<file path="config.mk">
export PLATFORM = sky130hd
export DESIGN_NAME = main_rmii_top
export DESIGN_NICKNAME = d
export VERILOG_FILES = /design/src/rtl/main_pkg.sv /design/src/rtl/rmii_rx_frame.sv /design/src/rtl/main_rmii_top.sv
export SDC_FILE = /design/constraint.sdc
export NUM_CORES = 1
export LEC_CHECK = 0
export CAP_MARGIN = 20
export CORE_MARGIN = 3
export CORE_UTILIZATION = 55
export CTS_CLUSTER_SIZE = 12
export DETAILED_ROUTE_END_ITERATION = 10
export GPL_ROUTABILITY_DRIVEN = 0
export GPL_TIMING_DRIVEN = 1
export PLACE_DENSITY = 0.75
export SETUP_SLACK_MARGIN = 0.2
export SLEW_MARGIN = 15
export SYNTH_ARGS = -nofsm -noshare
export SYNTH_HDL_FRONTEND = slang
export SYNTH_SLANG_ARGS = --single-unit
</file>
<file path="constraint.sdc">
create_clock -name CLK50 -period 3.3 [get_ports CLK50]
set_input_delay 0.495 -clock CLK50 [delete_from_list [all_inputs] [get_ports CLK50]]
set_output_delay 0.495 -clock CLK50 [all_outputs]
set_load 0.005 [all_outputs]
</file>
<file path="src/rtl/main_pkg.sv">
// Shared types and constants for the RMII motor-control top level.
// The beacon ROM builder is only referenced when MAIN_TX_BEACON_EN is defined.
package main_pkg;

    typedef enum logic [1:0] {
        IDLE,
        PRE,
        DATA,
        DROP
    } rx_state_e;

    typedef enum logic [1:0] {
        TX_IDLE,
        TX_SEND,
        TX_GAP
    } tx_state_e;

    localparam logic [1:0] DIBIT_PRE = 2'b01;
    localparam logic [1:0] DIBIT_SFD = 2'b11;

    localparam logic [7:0] BYTE_PRE = 8'h55;
    localparam logic [7:0] BYTE_SFD = 8'hD5;

    localparam int BEACON_BYTES  = 72;
    localparam int BEACON_GAP    = 48;
    localparam int BEACON_DIBITS = BEACON_BYTES * 4;

    // Elaboration-time ROM image: preamble, SFD, 60-byte broadcast payload and
    // its reflected CRC-32 FCS, sent least-significant byte first.
    function automatic logic [BEACON_BYTES*8-1:0] beacon_rom();
        logic [BEACON_BYTES*8-1:0] rom;
        logic [31:0]               crc;
        logic [7:0]                b;
        rom = '0;
        crc = 32'hFFFF_FFFF;
        for (int i = 0; i < BEACON_BYTES - 4; i++) begin
            if (i < 7)        b = BYTE_PRE;
            else if (i == 7)  b = BYTE_SFD;
            else if (i < 14)  b = 8'hFF;
            else if (i == 14) b = 8'h02;
            else if (i < 19)  b = 8'h00;
            else if (i == 19) b = 8'h01;
            else if (i == 20) b = 8'h88;
            else if (i == 21) b = 8'hB5;
            else              b = 8'(i - 22);
            rom[i*8 +: 8] = b;
            if (i >= 8) begin
                crc = crc ^ {24'h0, b};
                for (int k = 0; k < 8; k++)
                    crc = crc[0] ? ((crc >> 1) ^ 32'hEDB8_8320) : (crc >> 1);
            end
        end
        crc = ~crc;
        for (int j = 0; j < 4; j++)
            rom[(BEACON_BYTES - 4 + j)*8 +: 8] = crc[j*8 +: 8];
        return rom;
    endfunction

endpackage

</file>
<file path="src/rtl/rmii_rx_frame.sv">
// RMII receive framing: preamble/SFD hunt, LSB-first byte assembly, command
// capture and a one-cycle good/bad verdict when carrier drops.
module rmii_rx_frame
    import main_pkg::*;
#(
    parameter int MIN_BYTES  = 64,
    parameter int CMD_OFFSET = 14
) (
    input  logic       clk,
    input  logic       rst_n,
    input  logic       crs_dv,
    input  logic [1:0] rxd,
    input  logic       rx_er,
    output logic       good_pulse,
    output logic       bad_pulse,
    output logic [7:0] cmd
);

    localparam logic [10:0] MIN_CNT      = 11'(MIN_BYTES);
    localparam logic [10:0] CMD_IDX      = 11'(CMD_OFFSET);
    localparam logic [10:0] BYTE_CNT_MAX = 11'd2047;

    rx_state_e   state, state_nxt;
    logic [1:0]  dibit_idx;
    logic [10:0] byte_cnt;
    logic [7:0]  byte_sr;
    logic [7:0]  shadow;
    logic [7:0]  byte_full;
    logic        frame_end;

    assign byte_full  = {rxd, byte_sr[7:2]};
    assign frame_end  = (state == DATA) && !crs_dv;
    assign good_pulse = frame_end && (dibit_idx == 2'd0) && (byte_cnt >= MIN_CNT) && !rx_er;
    assign bad_pulse  = (frame_end && !good_pulse) || ((state == DROP) && !crs_dv);

    always_ff @(posedge clk or negedge rst_n) begin
        if (!rst_n) state <= IDLE;
        else        state <= state_nxt;
    end

    // NOTE: next state defaults to the current one before the case, so no latch is inferred.
    always_comb begin
        state_nxt = state;
        case (state)
            IDLE: if (crs_dv && rxd == DIBIT_PRE) state_nxt = PRE;
            PRE: begin
                if (!crs_dv)               state_nxt = IDLE;
                else if (rxd == DIBIT_SFD) state_nxt = DATA;
                else if (rxd != DIBIT_PRE) state_nxt = IDLE;
            end
            DATA: begin
                if (!crs_dv)    state_nxt = IDLE;
                else if (rx_er) state_nxt = DROP;
            end
            DROP:    if (!crs_dv) state_nxt = IDLE;
            default: state_nxt = IDLE;
        endcase
    end

    always_ff @(posedge clk or negedge rst_n) begin
        if (!rst_n) begin
            dibit_idx <= 2'd0;
            byte_cnt  <= 11'd0;
            byte_sr   <= 8'h00;
            shadow    <= 8'h00;
            cmd       <= 8'h00;
        end else begin
            if (state == PRE && crs_dv && rxd == DIBIT_SFD) begin
                dibit_idx <= 2'd0;
                byte_cnt  <= 11'd0;
            end else if (state == DATA && crs_dv) begin
                byte_sr   <= byte_full;
                dibit_idx <= dibit_idx + 2'd1;
                if (dibit_idx == 2'd3) begin
                    if (byte_cnt == CMD_IDX)      shadow   <= byte_full;
                    if (byte_cnt != BYTE_CNT_MAX) byte_cnt <= byte_cnt + 11'd1;
                end
            end
            if (good_pulse) cmd <= shadow;
        end
    end

endmodule

</file>
<file path="src/rtl/main_rmii_top.sv">
// Tang Nano 9K motor-control top: RMII frame receive, command latch, status LEDs,
// MDC generation. Define MAIN_TX_BEACON_EN to build the BTN2-triggered TX beacon.
module main_rmii_top
    import main_pkg::*;
#(
    parameter int HB_BITS    = 25,
    parameter int MDC_DIV    = 20,
    parameter int MIN_BYTES  = 64,
    parameter int CMD_OFFSET = 14
) (
    input  logic       CLK50,
    input  logic       BTN1,
    input  logic       CLK,
    input  logic       BTN2,
    input  logic       RMII_CRS_DV,
    input  logic [1:0] RMII_RXD,
    input  logic       RMII_RX_ER,
    output logic       RMII_TX_EN,
    output logic [1:0] RMII_TXD,
    output logic       RMII_MDC,
    inout  wire        RMII_MDIO,
    output logic       LED1,
    output logic       LED2,
    output logic       LED3
);

    localparam int MDC_HALF = MDC_DIV / 2;
    localparam int MDC_W    = $clog2(MDC_HALF + 1);

    logic [1:0]         rst_sync;
    logic               rst_n;
    logic [1:0]         btn_sync;
    logic               btn_prev;
    logic               btn_press;
    logic [HB_BITS-1:0] hb_cnt;
    logic [MDC_W-1:0]   mdc_cnt;
    logic               rx_good;
    logic               rx_bad;
    logic [7:0]         cmd;
    wire                unused_ok = &{1'b0, CLK, cmd};

    assign RMII_MDIO = 1'bz;
    assign rst_n     = rst_sync[1];

    // Asserts with BTN1 immediately; releases only after two clean CLK50 edges.
    always_ff @(posedge CLK50 or negedge BTN1) begin
        if (!BTN1) rst_sync <= 2'b00;
        else       rst_sync <= {rst_sync[0], 1'b1};
    end

    // NOTE: sequential state is updated with non-blocking assignments only.
    always_ff @(posedge CLK50 or negedge rst_n) begin
        if (!rst_n) begin
            btn_sync <= 2'b11;
            btn_prev <= 1'b1;
            hb_cnt   <= '0;
            mdc_cnt  <= '0;
            RMII_MDC <= 1'b0;
        end else begin
            btn_sync <= {btn_sync[0], BTN2};
            btn_prev <= btn_sync[1];
            hb_cnt   <= hb_cnt + HB_BITS'(1);
            if (mdc_cnt == MDC_W'(MDC_HALF - 1)) begin
                mdc_cnt  <= '0;
                RMII_MDC <= ~RMII_MDC;
            end else begin
                mdc_cnt <= mdc_cnt + MDC_W'(1);
            end
        end
    end

    assign btn_press = btn_prev & ~btn_sync[1];
    assign LED1      = ~hb_cnt[HB_BITS-1];

    rmii_rx_frame #(
        .MIN_BYTES (MIN_BYTES),
        .CMD_OFFSET(CMD_OFFSET)
    ) u_rx_frame (
        .clk       (CLK50),
        .rst_n     (rst_n),
        .crs_dv    (RMII_CRS_DV),
        .rxd       (RMII_RXD),
        .rx_er     (RMII_RX_ER),
        .good_pulse(rx_good),
        .bad_pulse (rx_bad),
        .cmd       (cmd)
    );

    // A clear request wins over a simultaneous bad verdict.
    always_ff @(posedge CLK50 or negedge rst_n) begin
        if (!rst_n) begin
            LED2 <= 1'b1;
            LED3 <= 1'b1;
        end else begin
            if (rx_good)                LED2 <= ~LED2;
            if (rx_good || btn_press)   LED3 <= 1'b1;
            else if (rx_bad)            LED3 <= 1'b0;
        end
    end

`ifdef MAIN_TX_BEACON_EN
    localparam logic [BEACON_BYTES*8-1:0] TX_ROM = beacon_rom();
    localparam logic [8:0] TX_SEND_LAST = 9'(BEACON_DIBITS - 1);
    localparam logic [8:0] TX_GAP_LAST  = 9'(BEACON_GAP - 1);

    tx_state_e  tx_state, tx_state_nxt;
    logic [8:0] tx_cnt;
    logic [7:0] tx_byte;

    always_ff @(posedge CLK50 or negedge rst_n) begin
        if (!rst_n) begin
            tx_state <= TX_IDLE;
            tx_cnt   <= 9'd0;
        end else begin
            tx_state <= tx_state_nxt;
            if (tx_state != tx_state_nxt) tx_cnt <= 9'd0;
            else if (tx_state != TX_IDLE) tx_cnt <= tx_cnt + 9'd1;
        end
    end

    always_comb begin
        tx_state_nxt = tx_state;
        case (tx_state)
            TX_IDLE: if (btn_press) tx_state_nxt = TX_SEND;
            TX_SEND: if (tx_cnt == TX_SEND_LAST) tx_state_nxt = TX_GAP;
            TX_GAP:  if (tx_cnt == TX_GAP_LAST)  tx_state_nxt = TX_IDLE;
            default: tx_state_nxt = TX_IDLE;
        endcase
    end

    assign tx_byte    = TX_ROM[{tx_cnt[8:2], 3'b000} +: 8];
    assign RMII_TX_EN = (tx_state == TX_SEND);
    assign RMII_TXD   = RMII_TX_EN ? tx_byte[{tx_cnt[1:0], 1'b0} +: 2] : 2'b00;
`else
    assign RMII_TX_EN = 1'b0;
    assign RMII_TXD   = 2'b00;
`endif

endmodule

</file>
# Word-level counts from Yosys, hierarchy flattened
# Index checks and enable logic that the tools add are counted.
[word_totals]
register_bits = 52
latchBits = 0
out_inout_bits = 8
romBits = 0
word_cells = 74
ram_bits = 0
mem_count = 0
[op_classes]
n_bitwise = 5
multipliers = 0
n_lt_le_gt_ge = 1
n_div = 0
reduce_logical = 23
eq_ne = 13
add_sub_neg = 4
mux = 17
n_shift = 0
[ops]
columns = ["op", "count"]
rows = [
  ["11-bit two-way mux", 4],
  ["25-bit by 1-bit adder with 25-bit output, second input constant", 1],
  ["2-bit two-way mux", 9],
  ["11-bit by 1-bit adder with 11-bit output, second input constant", 1],
  ["11-bit by 7-bit greater-or-equal comparator with 1-bit output, second input constant", 1],
  ["11-bit != test, second input constant", 1],
  ["1-bit logical AND", 10],
  ["2-bit equality test, second input constant", 4],
  ["2-bit one-hot mux with 4 select lines", 1],
  ["2-bit nonzero test", 4],
  ["4-bit by 1-bit adder with 4-bit output, second input constant", 1],
  ["2-bit by 1-bit equality test with 1-bit output, second input constant", 2],
  ["4-bit equality test, second input constant", 1],
  ["2-bit zero test", 2],
  ["4-bit two-way mux", 1],
  ["2-bit by 1-bit != test with 1-bit output, second input constant", 2],
  ["4-bit by 2-bit != test with 1-bit output, second input constant", 1],
  ["1-bit inverter", 4],
  ["4-bit AND reduction", 1],
  ["1-bit zero test", 3],
  ["3-bit != test, second input constant", 1],
  ["3-bit AND reduction", 1],
  ["2-bit by 1-bit adder with 2-bit output, second input constant", 1],
  ["1-bit logical OR", 2],
  ["3 further kinds", 4],
]

# Logic depth before layout (Yosys ltp)
# Gate-level depths: netlist of run 1.
[depth]
depth_word = 10
depth_mapped = 5

# By module
# A second synthesis of run 1 with hierarchy kept.
[hier_totals]
hier_cells = 267
hier_area_um2 = 3279.4
[by_module_without_submodules]
columns = ["mod", "seq_area_each_um2", "cells_per_inst", "instances", "area_each_um2"]
rows = [
  ["rmii_rx_frame", 925.9, 143, 1, 1735.4],
  ["main_rmii_top", 932.1, 124, 1, 1544.0],
]

# Worst setup path after synthesis of run 1
# No wires, ideal clock.
[synth_timing]
path_type = "register to register"
start = "reg u_rx_frame.byte_cnt[0]"
end = "reg u_rx_frame.byte_cnt[5]"
stages_incl_launch_ff = 6
setup_time_ps = 134
t_required_ps = 3166
n_path_buf = 0
synth_period_minus_slack_ps = 1550
slack_ps = 1750
arrival_time_ps = 1415
path_cell_list = "dfrtp_1 ha_1 inv_1 nor4_1 or4_1 a21oi_1"
[synth_between]
elab_chain_len = 5
elab_cells_between_ends = 8
[synth_lines]
columns = ["element", "line_no", "rtl"]
rows = [
  ["start: declaration", "rmii_rx_frame.sv:25", "logic [10:0] byte_cnt;"],
  ["start signal: assignment", "rmii_rx_frame.sv:76", "if (byte_cnt != BYTE_CNT_MAX) byte_cnt <= byte_cnt + 11'd1;"],
  ["11-bit by 1-bit adder with 11-bit output", "rmii_rx_frame.sv:76", ""],
  ["11-bit two-way mux", "rmii_rx_frame.sv:76", ""],
  ["11-bit two-way mux", "rmii_rx_frame.sv:74", "if (dibit_idx == 2'd3) begin"],
  ["11-bit two-way mux", "rmii_rx_frame.sv:71", "end else if (state == DATA && crs_dv) begin"],
  ["11-bit two-way mux", "rmii_rx_frame.sv:68", "if (state == PRE && crs_dv && rxd == DIBIT_SFD) begin"],
]
# Parallel ways exist; a longest one is shown, timed or not. The select of a mux whose other input is x is not followed.
# A chain may end at the register's enable or synchronous reset.

# Final worst setup path of run 1
[layout_timing]
start = "in RMII_CRS_DV"
end = "reg u_rx_frame.byte_cnt[7]"
[layout_between]
elab_chain_len = 4
elab_cells_between_ends = 8
[layout_lines]
columns = ["element", "line_no", "rtl"]
rows = [
  ["start: declaration", "main_rmii_top.sv:15", "input logic RMII_CRS_DV,"],
  ["1-bit logical AND (2 in series)", "rmii_rx_frame.sv:68", ""],
  ["2-bit nonzero test (no source line)", "--", ""],
  ["3-bit AND reduction (no source line)", "--", ""],
]
# Parallel ways exist; a longest one is shown, timed or not.

==> impl_metrics.ini, run 1 <==
[grt]
grt_pass1_vias = 1504
track_usage_pct = 16.5
grt_antenna_before_repair = 0
grt_pass1_wl_mm = 6.69
overflow = 0
grt_max_degree = 51

[pwr]
p_per_area_nw_per_um2 = 443
switching_share_pct = 22.4
comb_power_share_pct = 5.7
seq_power_share_pct = 57.2
power.net_switching_mw = 0.264
ir_drop_uv = 333
intPower_mw = 0.914
power.share.clock_pct = 37.0
leakagePower_nw = 1.19

[critical_path]
crit_chain = clkdlybuf4s50_1 -> and4b_4 -> nand4_4 -> or4_1 -> a21oi_1
required_ps = 3530
path_class = in -> reg
reg2reg_slack_ps = 1540
cp_slowest_cell = clkdlybuf4s50_1
critPathMaxStageDelay_ps = 600
worstPathArrival_ps = 2130
critPathBufInv = 1
path_delay_family = simple AND/OR/NAND/NOR gates
cp-end-kind = flop
startpoint_type = input port
cp_max_fo = 8

[place]
placed_cells = 269
portBuffers = 10
place_area_sq_um = 2530
pre_cts_slack_ps = 1080
hpwl_mm = 2.55

[cts]
cts_tree = done
cts_root_buf = clkbuf_8
cts_max_path_buffers = 2
postCtsSetupRepairBufs = 0
ctsResizeCount = 0
cts.sinks = 52
insertion_delay_ps = 310
hold_buffers = 0
htreeDepth = 2
cts_buffers = 5
clk_pin_slew_ps = 90

[run_status]
status = completed

[sta]
tns_ps = 0
setup_violations = 0
slew_viol_final = 0
period_minus_slack_ps = 1900
hold_viol = 0
clock_skew_ps = 3.97
rsz0062_at_grt = no
hold_ws_ps = 229
setup_slack_ps = 1400
max_freq_mhz = 527
max-slew-margin-rel_pct = 57.4
min_period_over_period_pct = 57.5
worst_pin_slew_ps = 633

[detailed_routing]
via_count = 1557
first_pass_iters = 4
via_per_inst = 5.60
ant_nets = 0
route.detailed.wl_per_inst_um = 13.3
drtIter0Drc = 63
remaining_drc_errors = 0
wl_mm = 3.69

[logic_synthesis]
synthTopCellsByArea = dfrtp_1, xnor2_1, dfstp_2, nand3_1, ha_1
yosysUniqueCellTypes = 43
synth_top_area_cell = dfrtp_1
seq_area_frac_synth_pct = 54.8
yosys_warnings = 0
synth-main-ff-cell = dfrtp_1
syn-cell-area_sq_um = 2390
synthCells = 211
synth_edf_count = 0
synth_area_per_cell_sq_um = 11.3
synth.top_cell.area_share_pct = 49.3
ys_ff_latch = 52
ys_async_sr_fraction_pct = 100

[die]
chipHeight_um = 71.9
die-area_sq_um = 5170
ios = 16
core.rowCount = 23
die_x_um = 71.9
coreArea_sq_um = 4090
initial_utilization_pct = 58.4

[final_layout]
finalNetCount = 240
drive_gt1_share_pct = 10.1
layout_commonest_cell = dfrtp_1
n_antenna_cell = 0
seqCellArea_sq_um = 1310
area_growth_pct = 11.4
final_cells = 278
fin_area_sq_um = 2660
multi_input_area_sq_um = 1010
nFillCells = 335
most-common-layout-cells = dfrtp_1, xnor2_1, nand3_1

[job]
drv_cap = 0

[hold_path]
hold_class = reg -> async
-- logic make-up (layout without fill, tap and decap cells) --
kind of cell | Yosys count | count (layout) | share of synthesized area (%)
AO/OA/AOI/OAI | 26 | 26 | 7.39
XOR/XNOR | 27 | 27 | 9.91
adder cells (fa/ha/maj) | 5 | 5 | 2.62
buffers and inverters | 18 | 32 | 3.46
flip-flops | 52 | 52 | 54.8
multiplexers | 2 | 2 | 0.839
other | 2 | 5 | 0.315
AND/OR/NAND/NOR | 79 | 79 | 20.7
-- cell usage after synthesis (2+ instances only) --
| cell type | count |
|---|---|
| dfrtp_1 | 47 |
| xnor2_1 | 21 |
| nand3_1 | 19 |
| inv_1 | 13 |
| nand2_1 | 12 |
| nor2_1 | 8 |
| nand4_1 | 7 |
| o21ai_0 | 7 |
| a21oi_1 | 6 |
| xor2_1 | 6 |
| dfstp_2 | 5 |
| ha_1 | 5 |
| o31ai_1 | 5 |
| and3_1 | 4 |
| buf_4 | 4 |
| and4_1 | 3 |
| nor4_1 | 3 |
| or3_1 | 3 |
| or4_1 | 3 |
| and2_1 | 2 |
| conb_1 | 2 |
| mux2i_1 | 2 |
| nand2b_1 | 2 |
| nor2b_1 | 2 |
| nor4_4 | 2 |
-- worst reg2reg max path, delay by kind of cell, from the launching register on --
family	cells	cell delay (ps)
fa+ha+maj	1	230
compound gates	1	70
flops	1	470
simple gates	2	790
buf+inv	1	80
-- registers in the layout, indices dropped and copies added (netlist names) --
signal and cells:
btn_prev 1, LED3 1, u_rx_frame.state 2, LED2 1, RMII_MDC 1, hb_cnt 25, mdc_cnt 4, u_rx_frame.dibit_idx 2
u_rx_frame.byte_cnt 11, rst_sync 2, btn_sync 2
-- layer usage --
metal / track usage, % / wire length (um) / share of wire, %
met5: 0 / 0 / 0
met1: 22.3 / 1840 / 50
met3: 4.63 / 109 / 3.0
met4: 6.89 / 66 / 1.8
met2: 25.2 / 1680 / 46
-- worst paths after layout --
kind | start | to | depth (start not counted)
min in group CLK50 | rst_sync[0] | rst_sync[1] | 0
worst max register to register | u_rx_frame.byte_cnt[0] | u_rx_frame.byte_cnt[7] | 5
worst min register to register | rst_sync[1] | mdc_cnt[2] | 0
worst min-delay path | rst_sync[1] | mdc_cnt[2] | 0
max in group asynchronous | rst_sync[1] | hb_cnt[18] | 1
worst max-delay path | RMII_CRS_DV | u_rx_frame.byte_cnt[7] | 5
-- metrics by stage --
stage          total power [mW]  utilization [%]
2_1_floorplan             0.730                -
3_3_place_gp              0.749             61.9
3_5_place_dp              0.753             61.9
4_1_cts                    1.19             64.6
5_1_grt                    1.23             65.1
6_report                   1.18             65.1
-- area by class of cell --
| type | instances | area share (%) |
|---|---|---|
| tap | 50 | 2.35 |
| clock inverter | 3 | 1.60 |
| sequential | 52 | 49.2 |
| timing repair buffer | 11 | 4.52 |
| multi-input combinational | 144 | 37.9 |
| inverter | 13 | 1.83 |
| clock buffer | 5 | 2.59 |
-- power by group through the flow --
stage               logic, mW  registers, mW  clock network (mW)
CTS                    0.0599          0.681               0.452
finish                 0.0676          0.674               0.437
global placement       0.0556          0.693                   0
detailed placement     0.0590          0.694                   0
global route           0.0812          0.679               0.474
floorplan              0.0423          0.687                   0
Power figures use the tool's default switching activity.
==> inputs of run 2 (changes only) <==
==> constraint.sdc (replaced) <==
create_clock -name CLK50 -period 1.9 [get_ports CLK50]
set_input_delay 0.285 -clock CLK50 [delete_from_list [all_inputs] [get_ports CLK50]]
set_output_delay 0.285 -clock CLK50 [all_outputs]
set_load 0.005 [all_outputs]
==> run 2 against run 1 <==
Net effect:
- non-clock buffer count up 9
- design area up 3.2%
- sequential power up 72%
- via count up 1.2%
- worst hold slack worse by 100 ps
- cell count up 3.2%
- count of clock-buffer cells in the layout up 1
- flip-flop and latch count unchanged
==> impl_metrics.ini, run 2 (synthesized netlist as in run 1, its figures left out) <==
[final_layout]
drive_gt1_share_pct = 14.3
nFillCells = 321
most-common-layout-cells = dfrtp_1, xnor2_1, nand3_1
area_growth_pct = 15.0
finalNetCount = 249
layout_commonest_cell = dfrtp_1
largest_reg_flops = 25
top_regs = hb_cnt: 25 flops, u_rx_frame.byte_cnt: 11 flops, mdc_cnt: 4 flops
top_register = hb_cnt
n_antenna_cell = 0

[job]
drv_cap = 0

[critical_path]
critPathBufInv = 1
cp_max_fo = 2
cp_slowest_cell = dfstp_2
crit_chain = clkdlybuf4s50_1
startpoint_type = flop
path_class = reg -> out
path_delay_family = flip-flops
reg2reg_slack_ps = 280
critPathMaxStageDelay_ps = 540
required_ps = 1620
cp-end-kind = output port
worstPathArrival_ps = 1340

[die]
coreArea_sq_um = 4090
die_x_um = 71.9
die-area_sq_um = 5170
ios = 16
core.rowCount = 23
chipHeight_um = 71.9
initial_utilization_pct = 58.4

[grt]
grt_pass1_vias = 1554
grt_max_degree = 36
grt_antenna_before_repair = 0
grt_pass1_wl_mm = 6.82
overflow = 0
track_usage_pct = 16.9

[detailed_routing]
remaining_drc_errors = 0
top_layer_used = met4
wl_met1_mm = 1.86
ant_nets = 0
wl_mm = 3.85
first_pass_iters = 4
via_count = 1575
met2_length_mm = 1.85
via_per_inst = 5.49
drtIter0Drc = 88
route.detailed.wl_per_inst_um = 13.4
dr_wl_met3_um = 100

[cts]
cts_tree = done
hold_buffers = 0
cts_max_path_buffers = 2
cts.sinks = 52
cts_root_buf = clkbuf_8
htreeDepth = 2
insertion_delay_ps = 300
cts_buffers = 5
clk_pin_slew_ps = 100

[sta]
period_minus_slack_ps = 1630
max_freq_mhz = 615
clock_skew_ps = 9.16
setup_slack_ps = 274
slew_viol_final = 0
rsz0062_at_grt = yes
min_period_over_period_pct = 85.6
hold_viol = 0
tns_ps = 0
setup_violations = 0

[pwr]
ir_drop_uv = 587
leakagePower_nw = 1.24
p_per_area_nw_per_um2 = 759

[place]
portBuffers = 10
pre_cts_slack_ps = 88.0
hpwl_mm = 2.70

[run_status]
status = completed

[hold_path]
hold_class = in -> async
-- run 2: per-layer routing --
| metal | global-route usage, % | vias to the layer above |
|---|---|---|
| li1 | - | 785 |
| met1 | 22.1 | 770 |
| met2 | 26.9 | 16 |
| met3 | 4.63 | 4 |
| met4 | 6.26 | 0 |
| met5 | 0 | - |
-- run 2: area by class of cell --
class / instances / area, sq um / share of cell area [%]
Multi-Input combinational cell: 144 / 1030 / 37.4
Clock inverter: 2 / 38.8 / 1.41
Tap cell: 50 / 62.6 / 2.28
Inverter: 13 / 48.8 / 1.78
Sequential cell: 52 / 1310 / 47.7
Timing Repair Buffer: 20 / 188 / 6.83
Clock buffer: 6 / 72.6 / 2.64
-- run 2: power by group --
part           leakage [nW]  internal [mW]  switching (mW)
combinational         0.496         0.0862          0.0745
sequential            0.686           1.14          0.0249
clock                0.0558          0.398           0.362
-- run 2: metrics by stage --
| stage | area, sq um | instances | hold WS (ps) | total power [mW] | utilization (%) |
|---|---|---|---|---|---|
| 4_1_cts | 2700 | 283 | 119 | 2.09 | 66.0 |
| 3_5_place_dp | 2590 | 275 | 194 | 1.32 | 63.3 |
| 3_3_place_gp | 2590 | 275 | 190 | 1.31 | 63.3 |
| 2_1_floorplan | 2400 | 214 | -10.6 | 1.27 | - |
| 6_report | 2750 | 287 | 127 | 2.09 | 67.2 |
| 5_1_grt | 2750 | 287 | 114 | 2.17 | 67.2 |
-- run 2: worst register-to-register path: stages (launching register included) --
cell and delay (ps):
dfrtp_1 390, ha_1 230, inv_1 100, nor4_1 60, buf_4 150, or4_1 460
a21oi_1 150
-- run 2: repair_timing --
item                                   in CTS  in global routing
setup buffers                               0                  4
endpoints found under the hold margin       0                  0
gates resized for setup                     0                  4
setup endpoints to repair                   0                 11
-- run 2: path summary, 6_finish.rpt --
| path | startpoint | to | depth (start not counted) |
|---|---|---|---|
| min reg2reg | rst_sync[1] | u_rx_frame.state[0] | 0 |
| min | BTN1 | rst_sync[1] | 1 |
| max | LED2 | LED2 | 1 |
| max reg2reg | u_rx_frame.byte_cnt[0] | u_rx_frame.byte_cnt[5] | 6 |
| min in group CLK50 | rst_sync[0] | rst_sync[1] | 0 |
| max in group asynchronous | rst_sync[1] | hb_cnt[20] | 1 |
==> inputs of run 3 (changes only) <==
--- a/config.mk
+++ b/config.mk
@@ -10,9 +10,10 @@
 export CORE_UTILIZATION = 55
 export CTS_CLUSTER_SIZE = 12
 export DETAILED_ROUTE_END_ITERATION = 10
+export DONT_BUFFER_PORTS = 1
 export GPL_ROUTABILITY_DRIVEN = 0
 export GPL_TIMING_DRIVEN = 1
-export PLACE_DENSITY = 0.75
+export PLACE_DENSITY = 0.7
 export SETUP_SLACK_MARGIN = 0.2
 export SLEW_MARGIN = 15
 export SYNTH_ARGS = -nofsm -noshare
==> run 3 against run 2 <==
Net effect:
- non-clock buffer count fell by 8
- combinational power fell by 32%
- clock power fell by 10%
==> impl_metrics.ini, run 3 (synthesized netlist as in run 1, its figures left out) <==
[final_layout]
top_register = hb_cnt
area_growth_pct = 10.5
largest_reg_flops = 25
nFillCells = 308
drive_gt1_share_pct = 15.7
n_antenna_cell = 0
final_cells = 279
layout_commonest_cell = dfrtp_1
finalNetCount = 241
most-common-layout-cells = dfrtp_1, xnor2_1, nand3_1
top_regs = hb_cnt: 25 flops, u_rx_frame.byte_cnt: 11 flops, mdc_cnt: 4 flops

[cts]
clk_pin_slew_ps = 100
cts.sinks = 52
cts_tree = done
cts_root_buf = clkbuf_8
cts_max_path_buffers = 2
cts_buffers = 5
insertion_delay_ps = 310
htreeDepth = 2

[critical_path]
cp_max_fo = 5
required_ps = 2140
path_class = reg -> reg
cp-end-kind = flop
worstPathArrival_ps = 1880
startpoint_type = flop

[sta]
setup_slack_ps = 262
setup_violations = 0
worst_pin_slew_ps = 699
hold_ws_ps = 84.4
period_minus_slack_ps = 1640
max_freq_mhz = 611
clock_skew_ps = 11.1
rsz0062_at_grt = no
min_period_over_period_pct = 86.2
slew_viol_final = 0
tns_ps = 0
max-slew-margin-rel_pct = 53.4
hold_viol = 0

[detailed_routing]
via_count = 1608
first_pass_iters = 4
wl_mm = 4.24
route.detailed.wl_per_inst_um = 15.2
ant_nets = 0
drtIter0Drc = 143
via_per_inst = 5.76
remaining_drc_errors = 0

[run_status]
status = completed

[die]
die-area_sq_um = 5170
die_x_um = 71.9
coreArea_sq_um = 4090
initial_utilization_pct = 58.4
core.rowCount = 23
ios = 16
chipHeight_um = 71.9

[place]
placed_cells = 263
hpwl_mm = 3.02
pre_cts_slack_ps = 164
portBuffers = 0

[grt]
grt_max_degree = 35
grt_pass1_vias = 1593
track_usage_pct = 18.1
grt_pass1_wl_mm = 7.27
grt_antenna_before_repair = 0
overflow = 0

[pwr]
fin_total_pwr_mw = 1.97
p_per_area_nw_per_um2 = 746
leakagePower_nw = 1.20
ir_drop_uv = 677

[hold_path]
hold_class = in -> reg

[job]
drv_cap = 0
run 3: layer usage:
layer	GRT usage, %	vias up	part of all wire, %
met4	6.89	0	1.7
met1	23.8	804	46
met2	29.0	27	49
met5	0	-	0
met3	4.49	9	3.1
li1	-	768	-
run 3: worst paths after layout:
kind	start	to	slack [ps]	depth (start not counted)
max	u_rx_frame.byte_cnt[1]	u_rx_frame.byte_cnt[7]	260	6
min	RMII_CRS_DV	u_rx_frame.state[1]	80	1
max reg2reg	u_rx_frame.byte_cnt[1]	u_rx_frame.byte_cnt[7]	260	6
min reg2reg	rst_sync[1]	mdc_cnt[2]	320	0
max in group asynchronous	rst_sync[1]	hb_cnt[16]	950	1
min in group asynchronous	BTN1	rst_sync[0]	190	1
run 3: repair_timing:
action                                  CTS  global route
pin swaps                                 0             5
buffers inserted                          0             6
hold endpoints to repair                  3             0
gates resized for setup                   1             5
endpoints found under the setup margin    2            15
hold buffers                              2             0
run 3: final cells by class:
cell class	count	area, sq um	area share [%]
Multi-Input combinational cell	144	1020	38.7
Sequential cell	52	1310	49.6
Timing Repair Buffer	12	95.1	3.60
Clock inverter	2	17.5	0.664
Inverter	13	48.8	1.85
Clock buffer	6	82.6	3.13
Tap cell	50	62.6	2.37
run 3: where the power goes:
part / internal, mW / switching, mW
clock: 0.305 / 0.378
sequential: 1.14 / 0.0338
combinational: 0.0513 / 0.0592
total: 1.50 / 0.471
run 3: per-stage QoR:
step	area, sq um	utilization (%)
finish	2640	64.6
global route	2640	64.6
CTS	2590	63.3
detailed placement	2460	60.2
global placement	2460	60.2
floorplan	2400	-
run 3: worst max-delay path, stage by stage, from the launching register on:
cell	delay [ps]
dfrtp_2	440
ha_1	230
inv_2	80
nor4_1	50
buf_4	150
or4_1	460
a21oi_1	160
